## src/rtl/seg_pkg.sv

```systemverilog
// rtl/seg_pkg.sv - shared seven-segment digit constants and monitor FSM state type
package seg_pkg;

  // Segment order {g,f,e,d,c,b,a}, active-high, bit0 = a
  localparam logic [6:0] SEG_0     = 7'h3F;
  localparam logic [6:0] SEG_1     = 7'h06;
  localparam logic [6:0] SEG_2     = 7'h5B;
  localparam logic [6:0] SEG_3     = 7'h4F;
  localparam logic [6:0] SEG_4     = 7'h66;
  localparam logic [6:0] SEG_5     = 7'h6D;
  localparam logic [6:0] SEG_6     = 7'h7D;
  localparam logic [6:0] SEG_7     = 7'h07;
  localparam logic [6:0] SEG_8     = 7'h7F;
  localparam logic [6:0] SEG_9     = 7'h6F;
  localparam logic [6:0] SEG_BLANK = 7'h00;

  typedef enum logic [1:0] {
    ST_WAIT,
    ST_SETTLE,
    ST_LOCKED,
    ST_FAULT
  } seg_state_t;

endpackage

```

## src/rtl/seg7_decode.sv

```systemverilog
// rtl/seg7_decode.sv - maps one seven-segment pattern to {legal, digit}
module seg7_decode
  import seg_pkg::*;
(
  input  logic [6:0] seg,
  input  logic       blank_is_zero,
  output logic       legal,
  output logic [3:0] digit
);

  always_comb begin
    legal = 1'b1;
    digit = 4'd0;
    case (seg)
      SEG_0:     digit = 4'd0;
      SEG_1:     digit = 4'd1;
      SEG_2:     digit = 4'd2;
      SEG_3:     digit = 4'd3;
      SEG_4:     digit = 4'd4;
      SEG_5:     digit = 4'd5;
      SEG_6:     digit = 4'd6;
      SEG_7:     digit = 4'd7;
      SEG_8:     digit = 4'd8;
      SEG_9:     digit = 4'd9;
      SEG_BLANK: legal = blank_is_zero;
      default:   legal = 1'b0;
    endcase
  end

endmodule

```

## src/rtl/seg_monitor.sv

```systemverilog
// rtl/seg_monitor.sv - debounced two-digit scoreboard monitor; SEG_MONITOR_EVENTS_EN enables inc/dec pulses
module seg_monitor
  import seg_pkg::*;
#(
  parameter int STABLE_CYCLES = 4
) (
  input  logic       clk_i,
  input  logic       rst_n_i,
  input  logic [6:0] seg_tens_i,
  input  logic [6:0] seg_ones_i,
  output logic [6:0] score_o,
  output logic       valid_o,
  output logic       err_o,
  output logic       inc_o,
  output logic       dec_o
);

  localparam logic [7:0] ACCEPT_CNT = 8'(STABLE_CYCLES - 1);

  logic [13:0] sample_q;
  logic [7:0]  cnt_q;
  seg_state_t  state_q, state_d;
  logic [13:0] new_sample;
  logic        changed, accept;
  logic        tens_legal, ones_legal, legal;
  logic [3:0]  tens_digit, ones_digit;
  logic [6:0]  new_score;

  assign new_sample = {seg_tens_i, seg_ones_i};
  assign changed    = (new_sample != sample_q);
  // The register already holds the first copy, so the count of repeats reaches
  // STABLE_CYCLES-1 on the edge that sees the pattern for the last time.
  assign accept     = (state_q == ST_SETTLE) && !changed && (cnt_q == ACCEPT_CNT);

  seg7_decode u_dec_tens (
    .seg           (sample_q[13:7]),
    .blank_is_zero (1'b1),
    .legal         (tens_legal),
    .digit         (tens_digit)
  );

  seg7_decode u_dec_ones (
    .seg           (sample_q[6:0]),
    .blank_is_zero (1'b0),
    .legal         (ones_legal),
    .digit         (ones_digit)
  );

  assign legal     = tens_legal && ones_legal;
  assign new_score = 7'(tens_digit) * 7'd10 + 7'(ones_digit);

  always_ff @(posedge clk_i or negedge rst_n_i) begin
    if (!rst_n_i) begin
      sample_q <= '0;
      cnt_q    <= '0;
    end else begin
      sample_q <= new_sample;
      if (changed) begin
        cnt_q <= '0;
      end else if (cnt_q != 8'hFF) begin
        cnt_q <= cnt_q + 8'd1;
      end
    end
  end

  always_ff @(posedge clk_i or negedge rst_n_i) begin
    if (!rst_n_i) begin
      state_q <= ST_WAIT;
    end else begin
      state_q <= state_d;
    end
  end

  always_comb begin
    state_d = state_q;
    if (changed) begin
      state_d = ST_SETTLE;
    end else if (accept) begin
      state_d = legal ? ST_LOCKED : ST_FAULT;
    end
  end

  // valid/err only move on acceptance, so they ride through SETTLE unchanged
  always_ff @(posedge clk_i or negedge rst_n_i) begin
    if (!rst_n_i) begin
      score_o <= '0;
      valid_o <= 1'b0;
      err_o   <= 1'b0;
    end else if (accept) begin
      if (legal) begin
        score_o <= new_score;
        valid_o <= 1'b1;
        err_o   <= 1'b0;
      end else begin
        valid_o <= 1'b0;
        err_o   <= 1'b1;
      end
    end
  end

`ifdef SEG_MONITOR_EVENTS_EN
  logic inc_q, dec_q;

  // score_o is the previous accepted score; valid_o marks that it came from LOCKED
  always_ff @(posedge clk_i or negedge rst_n_i) begin
    if (!rst_n_i) begin
      inc_q <= 1'b0;
      dec_q <= 1'b0;
    end else begin
      inc_q <= accept && legal && valid_o && (new_score == score_o + 7'd1);
      dec_q <= accept && legal && valid_o && (score_o != 7'd0) &&
               (new_score == score_o - 7'd1);
    end
  end

  assign inc_o = inc_q;
  assign dec_o = dec_q;
`else
  assign inc_o = 1'b0;
  assign dec_o = 1'b0;
`endif

endmodule

```

## config.mk

```make
export PLATFORM = sky130hd
export DESIGN_NAME = seg_monitor
export DESIGN_NICKNAME = d
export VERILOG_FILES = /design/src/rtl/seg_pkg.sv /design/src/rtl/seg7_decode.sv /design/src/rtl/seg_monitor.sv
export SDC_FILE = /design/constraint.sdc
export NUM_CORES = 1
export LEC_CHECK = 0
export ABC_AREA = 1
export ABC_CLOCK_PERIOD_IN_PS = 2500
export CAP_MARGIN = 10
export CORE_MARGIN = 3
export CORE_UTILIZATION = 53
export CTS_BUF_LIST = sky130_fd_sc_hd__clkbuf_8
export DETAILED_ROUTE_END_ITERATION = 10
export GPL_TIMING_DRIVEN = 0
export PLACE_DENSITY = 0.79
export REMOVE_ABC_BUFFERS = 1
export SLEW_MARGIN = 20
export SYNTH_ARGS = -nofsm -noshare
export SYNTH_HDL_FRONTEND = slang
export SYNTH_HIERARCHICAL = 1
export SYNTH_SLANG_ARGS = --single-unit
```

## constraint.sdc

```tcl
create_clock -name clk_i -period 2.5 [get_ports clk_i]
set_clock_uncertainty 0.1 [all_clocks]
set_input_delay 0.25 -clock clk_i [delete_from_list [all_inputs] [get_ports clk_i]]
set_output_delay 0.25 -clock clk_i [all_outputs]
set_load 0.02 [all_outputs]
```

* After elaboration in Yosys (flattened, before gate mapping) *
Index checks and enable logic that the tools add are counted.
Widths: inputs -> output; s select.

operators by class
  add/sub/neg operators = 2
  $mul = 1
  div/mod/pow operators = 0
  order comparisons = 0
  eq/ne operators = 24
  shift operators = 0
  muxes and demuxes = 11
  bitwise operators = 0
  reduce and logical (&&, ||, !) cells = 10

operator list
  cell                 number
  $eq 7x7->1 const B   14
  $pmux 4 s9           2
  $eq 7x3->1 const B   4
  $mux 8               2
  $eq 7x6->1 const B   2
  $ne 14x14->1         1
  $reduce_or 11->1     1
  $reduce_or 10->1     1
  $add 8x1->8 const B  1
  $eq 8x2->1 const B   1
  $ne 8x8->1 const B   1
  $add 7x4->7          1
  $logic_not 7->1      1
  $mul 4x3->6 const B  1
  $mux 1               5
  $mux 2               2
  $reduce_bool 2->1    2
  $logic_and 1x1->1    3
  $eq 2x1->1 const B   1
  $reduce_and 2->1     1
  $logic_not 1->1      1

word-level totals
  register bits after elaboration = 33
  latch bits = 0
  bits in writable memories = 0
  memory bits (read-only) = 0
  input port bits = 16
  word-level logic and storage cells = 54
  memories kept = 0

* Depth between registers and ports, before layout *
Gate-level depths: netlist (run 1).

  word-level depth = 7
  mapped depth = 19

* Modules after synthesis *
Netlist (run 1), hierarchy kept.

by module, submodules not included
  module       times used  cells an instance  area each (µm²)  seq. area each (µm²)
  seg_monitor  1           252                1921.8           825.8
  seg7_decode  2           56                 251.5            0.0

* Worst setup path after synthesis (run 1) *
Ideal clock, no wire load.

  path kind = register to register
  from = register sample_q[11]
  to = register score_o[6]
  arrival = 2.415 ns
  data required time = 2.287 ns
  path slack = -0.128 ns
  stages on the path, launching flop included = 20
  path buffers = 0
  clock period less this slack = 2.628 ns
  cells stage by stage = dfrtp_1 -> inv_2 -> nand2_2 -> nor2_2 -> nand2_2 -> nand2_2 -> inv_1 -> nand3_1 -> ha_1 -> ha_1 -> inv_1 -> fa_1 -> nor2_1 -> nand4_1 -> nand2_1 -> nand2_1 -> nand2_1 -> nand4_1 -> nand2_1 -> inv_1

RTL lines
  element                                   line               source
  start, declared                           seg_monitor.sv:20  logic [13:0] sample_q;
  start signal, assigned                    seg_monitor.sv:57  sample_q <= new_sample;
  $eq 7x7->1 or $eq 7x3->1 (tied branches)  seg7_decode.sv:14  case (seg)
  $pmux 4 s9 *                              seg7_decode.sv:14
  named net tens_digit[1]                   seg_monitor.sv:26  logic [3:0] tens_digit, ones_digit;
  $mul 4x3->6 *                             seg_monitor.sv:50  assign new_score = 7'(tens_digit) * 7'd10 + 7'(ones_digit);
  $add 7x4->7 *                             seg_monitor.sv:50
  end signal, assigned                      seg_monitor.sv:91  score_o <= new_score;
  end, declared                             seg_monitor.sv:11  output logic [6:0] score_o,

Mark *: on every way through the listed nets, which the timed path passes. The rest lies on a longest branch.
A chain may end at the register's enable or synchronous reset.

* Final worst setup path (run 1) *
  from = register sample_q[8]
  to = register score_o[6]

Same word-level chain as after synthesis.

==> flow_summary.ini, run 1 <==
[sta]
rsz0062_at_grt = yes
fmax_mhz = 364
hold_violations = 0
setup_tns_ps = -300
fin_crit_ps = 2750
finalSetupViolCount = 2
drv_slew = 0
finalCritPeriodShare = 1.10
fin_ws_ps = -247
fin_worst_hold_slack_ps = 216

[clock_network]
cts_buffer_depth = 2
cts.sinks = 33
cts_tree = yes
htreeDepth = 2
clkLatencyLatePin_ps = 300
clk_pin_slew_worst_paths_ps = 70
cts_root_buf = clkbuf_8
numCtsBuffers = 5

[setup_path]
r2r_start = sample_q[8]$_DFF_PN0_
critPathKind = reg2reg
cp_max_fo = 6
critical_path_required_ps = 2600
worstReg2RegEnd = score_o[6]$_DFFE_PN0P_
reg2reg_slack_ps = -250
worstPathArrival_ps = 2850
end_kind = register
crit_end = score_o[6]$_DFFE_PN0P_
startpoint = sample_q[8]$_DFF_PN0_
cp-start-kind = register
r2r_cells = 19

[logic_synthesis]
synth.top_cell.area_share = 0.341
synth_cells = 364
syn_area_sq_um = 2420
synth-edff-count = 0
ys_top_cells_by_count = nand2_1, inv_1, nor2_1, dfrtp_1, nand3_1
yosysMostFrequentCell = nand2_1
postSynthAreaPerCell_sq_um = 6.66
yosysWarnings = 6
yosysTopAreaCell = dfrtp_1
synth_cell_types = 30
ys_seq_elements = 33
synthTopCellsByArea = dfrtp_1, nand2_1, inv_1
async_reset_ff_frac = 1.00
yosysSeqAreaShare = 0.341
synth-main-ff-cell = dfrtp_1

[drt]
drt-wirelength-per-cell_um = 11.3
via_per_inst = 4.85
drt-initial-drc-count = 130
highest_layer = met4
dr.pass1.iters = 4
ant_nets = 0
wl_met2_um = 2610
num_vias = 2227
wl_met3_um = 179
drt-met1-wl_um = 2310
drc = 0
totalWireLength_um = 5210

[cells_and_area]
utilization = 0.730
finalNetCount = 434
diodes = 0
layout-drive-gt1-share = 0.213
area_growth_pct = 26.5

[global_route]
grt_first_pass_wirelength_um = 8830
antenna_found_initial = 0
grt.overflow.total = 0
grt_max_degree = 32
grt_usage = 0.213
grt_pass1_vias = 2129

[power]
p_switching_mw = 0.336
switching_share = 0.248
clockPowerShare = 0.449
ir_worst_vdd_mv = 0.341
p_leak_nw = 1.66
combPwrFrac = 0.132
p_int_mw = 1.02
pwr_density_cell_nw_per_um2 = 442
p_seq_frac = 0.419

[placement]
dpl.hpwl_um = 3560
dp_slack_ps = -437
io_buffers = 24
globalplace.congestion = 0.837

[outcome]
violations = negative setup slack
status = finished, violations left

[floorplan]
dieArea_sq_um = 5420
die_y_um = 73.6
die_w_um = 73.6
start_util = 0.577
rows = 23
ioPinCount = 27
core_sq_um = 4200

[worst_hold_path]
min_path_type = in2async

[flow_run]
drv_cap = 0
## kinds of logic (layout without fill, tap and decap cells)
group,count (synthesis),in the layout,synth area share
simple gates,219,219,0.406
fa+ha+maj,10,10,0.0578
other cells,2,4,0.00310
compound gates,17,17,0.0439
buf+inv,76,119,0.124
xor+xnor,7,7,0.0253
flops,33,33,0.341
## sequential cells by signal, summed over array words and instances, names as in the netlist
register / cells
err_o: 1
score_o: 7
sample_q: 14
valid_o: 1
cnt_q: 8
state_q: 2
## critical path: stages (launching register included)
cell and delay [ps]:
dfrtp_2 460, inv_2 70, nand2_2 50, nor2_4 120
nand2_1 70, nand2_2 110, inv_2 50, nand3_4 70
ha_4 210, ha_4 150, inv_2 40, fa_1 440
nor2_2 160, nand4_1 130, nand2_1 90, nand2_1 50
nand2_1 60, nand4_1 100, nand2_1 90, inv_1 40
## how the worst min path moves through the flow
stage                                      start                     end  slack (ps)  cells after the start
after floorplan                          rst_n_i    cnt_q[0]$_DFFE_PN0P_        -150                      0
after global placement    score_o[0]$_DFFE_PN0P_  score_o[0]$_DFFE_PN0P_         360                      2
after detailed placement                 rst_n_i       err_o$_DFFE_PN0P_         -40                      1
after CTS                                rst_n_i       err_o$_DFFE_PN0P_         190                      2
after global routing                     rst_n_i       err_o$_DFFE_PN0P_         210                      2
final                                    rst_n_i     valid_o$_DFFE_PN0P_         220                      2
## cells in the final DEF (no fill, tap or decap), types with 2 or more instances in the layout
master           netlist  final
a21oi_1                4      4
buf_4                  2     12
bufinv_16              0      2
clkbuf_8               0      5
clkdlybuf4s50_1        0     23
conb_1                 2      4
dfrtp_1               33     28
dfrtp_2                0      5
fa_1                   2      2
ha_1                   8      3
ha_2                   0      2
ha_4                   0      3
inv_1                 68     62
inv_2                  5     11
nand2_1              111    107
nand2_2               15     18
nand3_1               19     18
nand3b_1               2      2
nand4_1                7      7
nor2_1                41     36
nor2_2                13     14
nor2_4                 3      7
nor3_1                 6      6
o21ai_0                4      2
o21ai_1                2      4
o21ai_2                2      2
xnor2_1                2      2
xor2_1                 5      5
## routing by layer
layer,vias up,GRT usage
met5,-,0
met4,0,0.0785
li1,1185,-
met1,995,0.253
met2,36,0.367
met3,11,0.0534
## power by group through the flow
stage / combinational, mW / clock (mW) / sequential, mW
detailed placement: 0.152 / 0 / 0.578
global route: 0.202 / 0.648 / 0.571
global placement: 0.144 / 0 / 0.576
floorplan: 0.0906 / 0 / 0.574
CTS: 0.169 / 0.616 / 0.566
finish: 0.179 / 0.609 / 0.569
## metrics by stage
| step | cells | power (mW) | area, sq um |
|---|---|---|---|
| finish | 459 | 1.36 | 3070 |
| global route | 459 | 1.42 | 3070 |
| CTS | 457 | 1.35 | 3000 |
| detailed placement | 438 | 0.729 | 2720 |
| global placement | 437 | 0.721 | 2710 |
| floorplan | 363 | 0.665 | 2410 |
## final cells by class
type / count / area [sq um]
clock inverters: 3 / 65.1
flip-flops and latches: 33 / 832
clock buffers: 5 / 68.8
fillers: 332 / 1130
multi-input cells: 257 / 1410
inverters: 73 / 274
well taps: 50 / 62.6
repair buffers: 38 / 355
## timing repair
item                                   in CTS  in global routing
setup buffers                              10                  2
endpoints found under the hold margin      33                  0
pin swaps                                  12                  9
resized for setup                          19                 16
setup endpoints to repair                   3                  4
hold buffers                                1                  0
Note: power is estimated with default switching activity, not from simulation.
==> inputs of run 2 (changes only) <==
SETUP_SLACK_MARGIN = 0.2   (was not set)
==> flow_summary.ini, run 2 (synthesized netlist as in run 1, its figures left out) <==
[cells_and_area]
diodes = 0
largest_register = sample_q
layout_common_cells = nand2_1, inv_1, nor2_1
largest_registers = sample_q x14, cnt_q x8, score_o x7
utilization = 0.730
finalNetCount = 433
layout-drive-gt1-share = 0.211
area_growth_pct = 26.5
largest_register_ffs = 14
design_area_sq_um = 3070
final_common_cell = nand2_1

[clock_network]
cts_tree = yes
cts.sinks = 33
htreeDepth = 2
numCtsBuffers = 5
clkLatencyLatePin_ps = 290
cts_buffer_depth = 2
clk_pin_slew_worst_paths_ps = 70
cts_root_buf = clkbuf_8

[floorplan]
dieArea_sq_um = 5420
rows = 23
die_w_um = 73.6
ioPinCount = 27
start_util = 0.577
die_y_um = 73.6
core_sq_um = 4200

[sta]
fin_ws_ps = -298
fmax_mhz = 357
tightest_slew_ps = 503
finalCritPeriodShare = 1.12
fin_crit_ps = 2800
rsz0062_at_grt = yes
drv_slew = 0
hold_violations = 0
slew_headroom = 0.664
finalSetupViolCount = 2

[global_route]
grt_first_pass_wirelength_um = 9000
grt_max_degree = 32
grt.overflow.total = 0
antenna_found_initial = 0
grt_usage = 0.216
grt_pass1_vias = 2173

[power]
ir_worst_vdd_mv = 0.339
p_leak_nw = 1.66
pwr_density_cell_nw_per_um2 = 442
power_mw = 1.36

[drt]
drc = 0
ant_nets = 0
num_vias = 2265
dr.pass1.iters = 4
via_per_inst = 4.95
totalWireLength_um = 5320
drt-initial-drc-count = 174
drt-wirelength-per-cell_um = 11.6

[flow_run]
drv_cap = 0

[setup_path]
cp_max_fo = 4
end_kind = register
worstPathArrival_ps = 2890
cp-start-kind = register
critPathKind = reg2reg
critical_path_required_ps = 2600

[placement]
io_buffers = 24
globalplace.congestion = 0.837
placed_area_sq_um = 2720
dpl.hpwl_um = 3560

[outcome]
violations = negative setup slack
status = finished, violations left

[worst_hold_path]
min_path_type = in2async
run 2: cell count changes in the layout (fill, tap and decap cells not counted), sizes merged:
| cell | before | now |
|---|---|---|
| buf | 14 | 13 |
run 2: stage by stage:
stage	TNS, ps	hold WS [ps]	setup slack [ps]	cells
2_1_floorplan	-128	-146	-128	363
3_3_place_gp	-457	363	-365	437
3_5_place_dp	-580	-39.6	-437	438
4_1_cts	-202	189	-187	457
5_1_grt	-648	210	-451	458
6_report	-346	214	-298	458
run 2: report_power, final:
part           switching (mW)  internal [mW]
Sequential             0.0225          0.547
Combinational           0.101         0.0762
Clock                   0.213          0.396
Total                   0.336           1.02
run 2: critical path, stage by stage, from the launching register on:
cell and delay (ps):
dfrtp_2 440, buf_4 160, nor2_2 140, nand2_1 70, nand2_1 70, nor2_2 40
inv_1 110, ha_4 160, ha_4 130, inv_2 30, fa_1 480, nor2_2 170
nand4_1 150, nand2_1 100, nand2_1 50, nand2_1 60, nand4_1 100, nand2_1 100
inv_1 40
run 2: repair_timing:
| action | 4_1_cts | 5_1_grt |
|---|---|---|
| hold endpoints to repair | 33 | 0 |
| pin swaps | 14 | 13 |
| endpoints found under the setup margin | 4 | 4 |
| buffers inserted | 10 | 1 |
| hold buffers | 1 | 0 |
| gates resized for setup | 24 | 11 |
run 2: final timing paths:
kind	from	end	slack, ps	cells past startpoint
worst max-delay path	sample_q[11]$_DFF_PN0_	score_o[6]$_DFFE_PN0P_	-300	18
worst max register to register	sample_q[11]$_DFF_PN0_	score_o[6]$_DFFE_PN0P_	-300	18
min in group clk_i	seg_tens_i[1]	sample_q[8]$_DFF_PN0_	350	1
worst min-delay path	rst_n_i	err_o$_DFFE_PN0P_	210	2
worst min register to register	score_o[4]$_DFFE_PN0P_	score_o[4]$_DFFE_PN0P_	390	2
max in group asynchronous	rst_n_i	sample_q[13]$_DFF_PN0_	1710	3
run 2: routing by layer:
layer	global-route usage	vias up	routed length, um
li1	-	1180	-
met1	0.247	1025	2340
met2	0.384	47	2670
met3	0.0534	13	206
met4	0.0845	0	106
met5	0	-	0
run 2: layout make-up:
cell class                 count  area, sq um
multi-input combinational    257         1420
fill                         325         1130
sequential                    33          832
timing repair buffer          37          348
inverter                      73          274
clock buffer                   5         68.8
clock inverter                 3         65.1
tap                           50         62.6
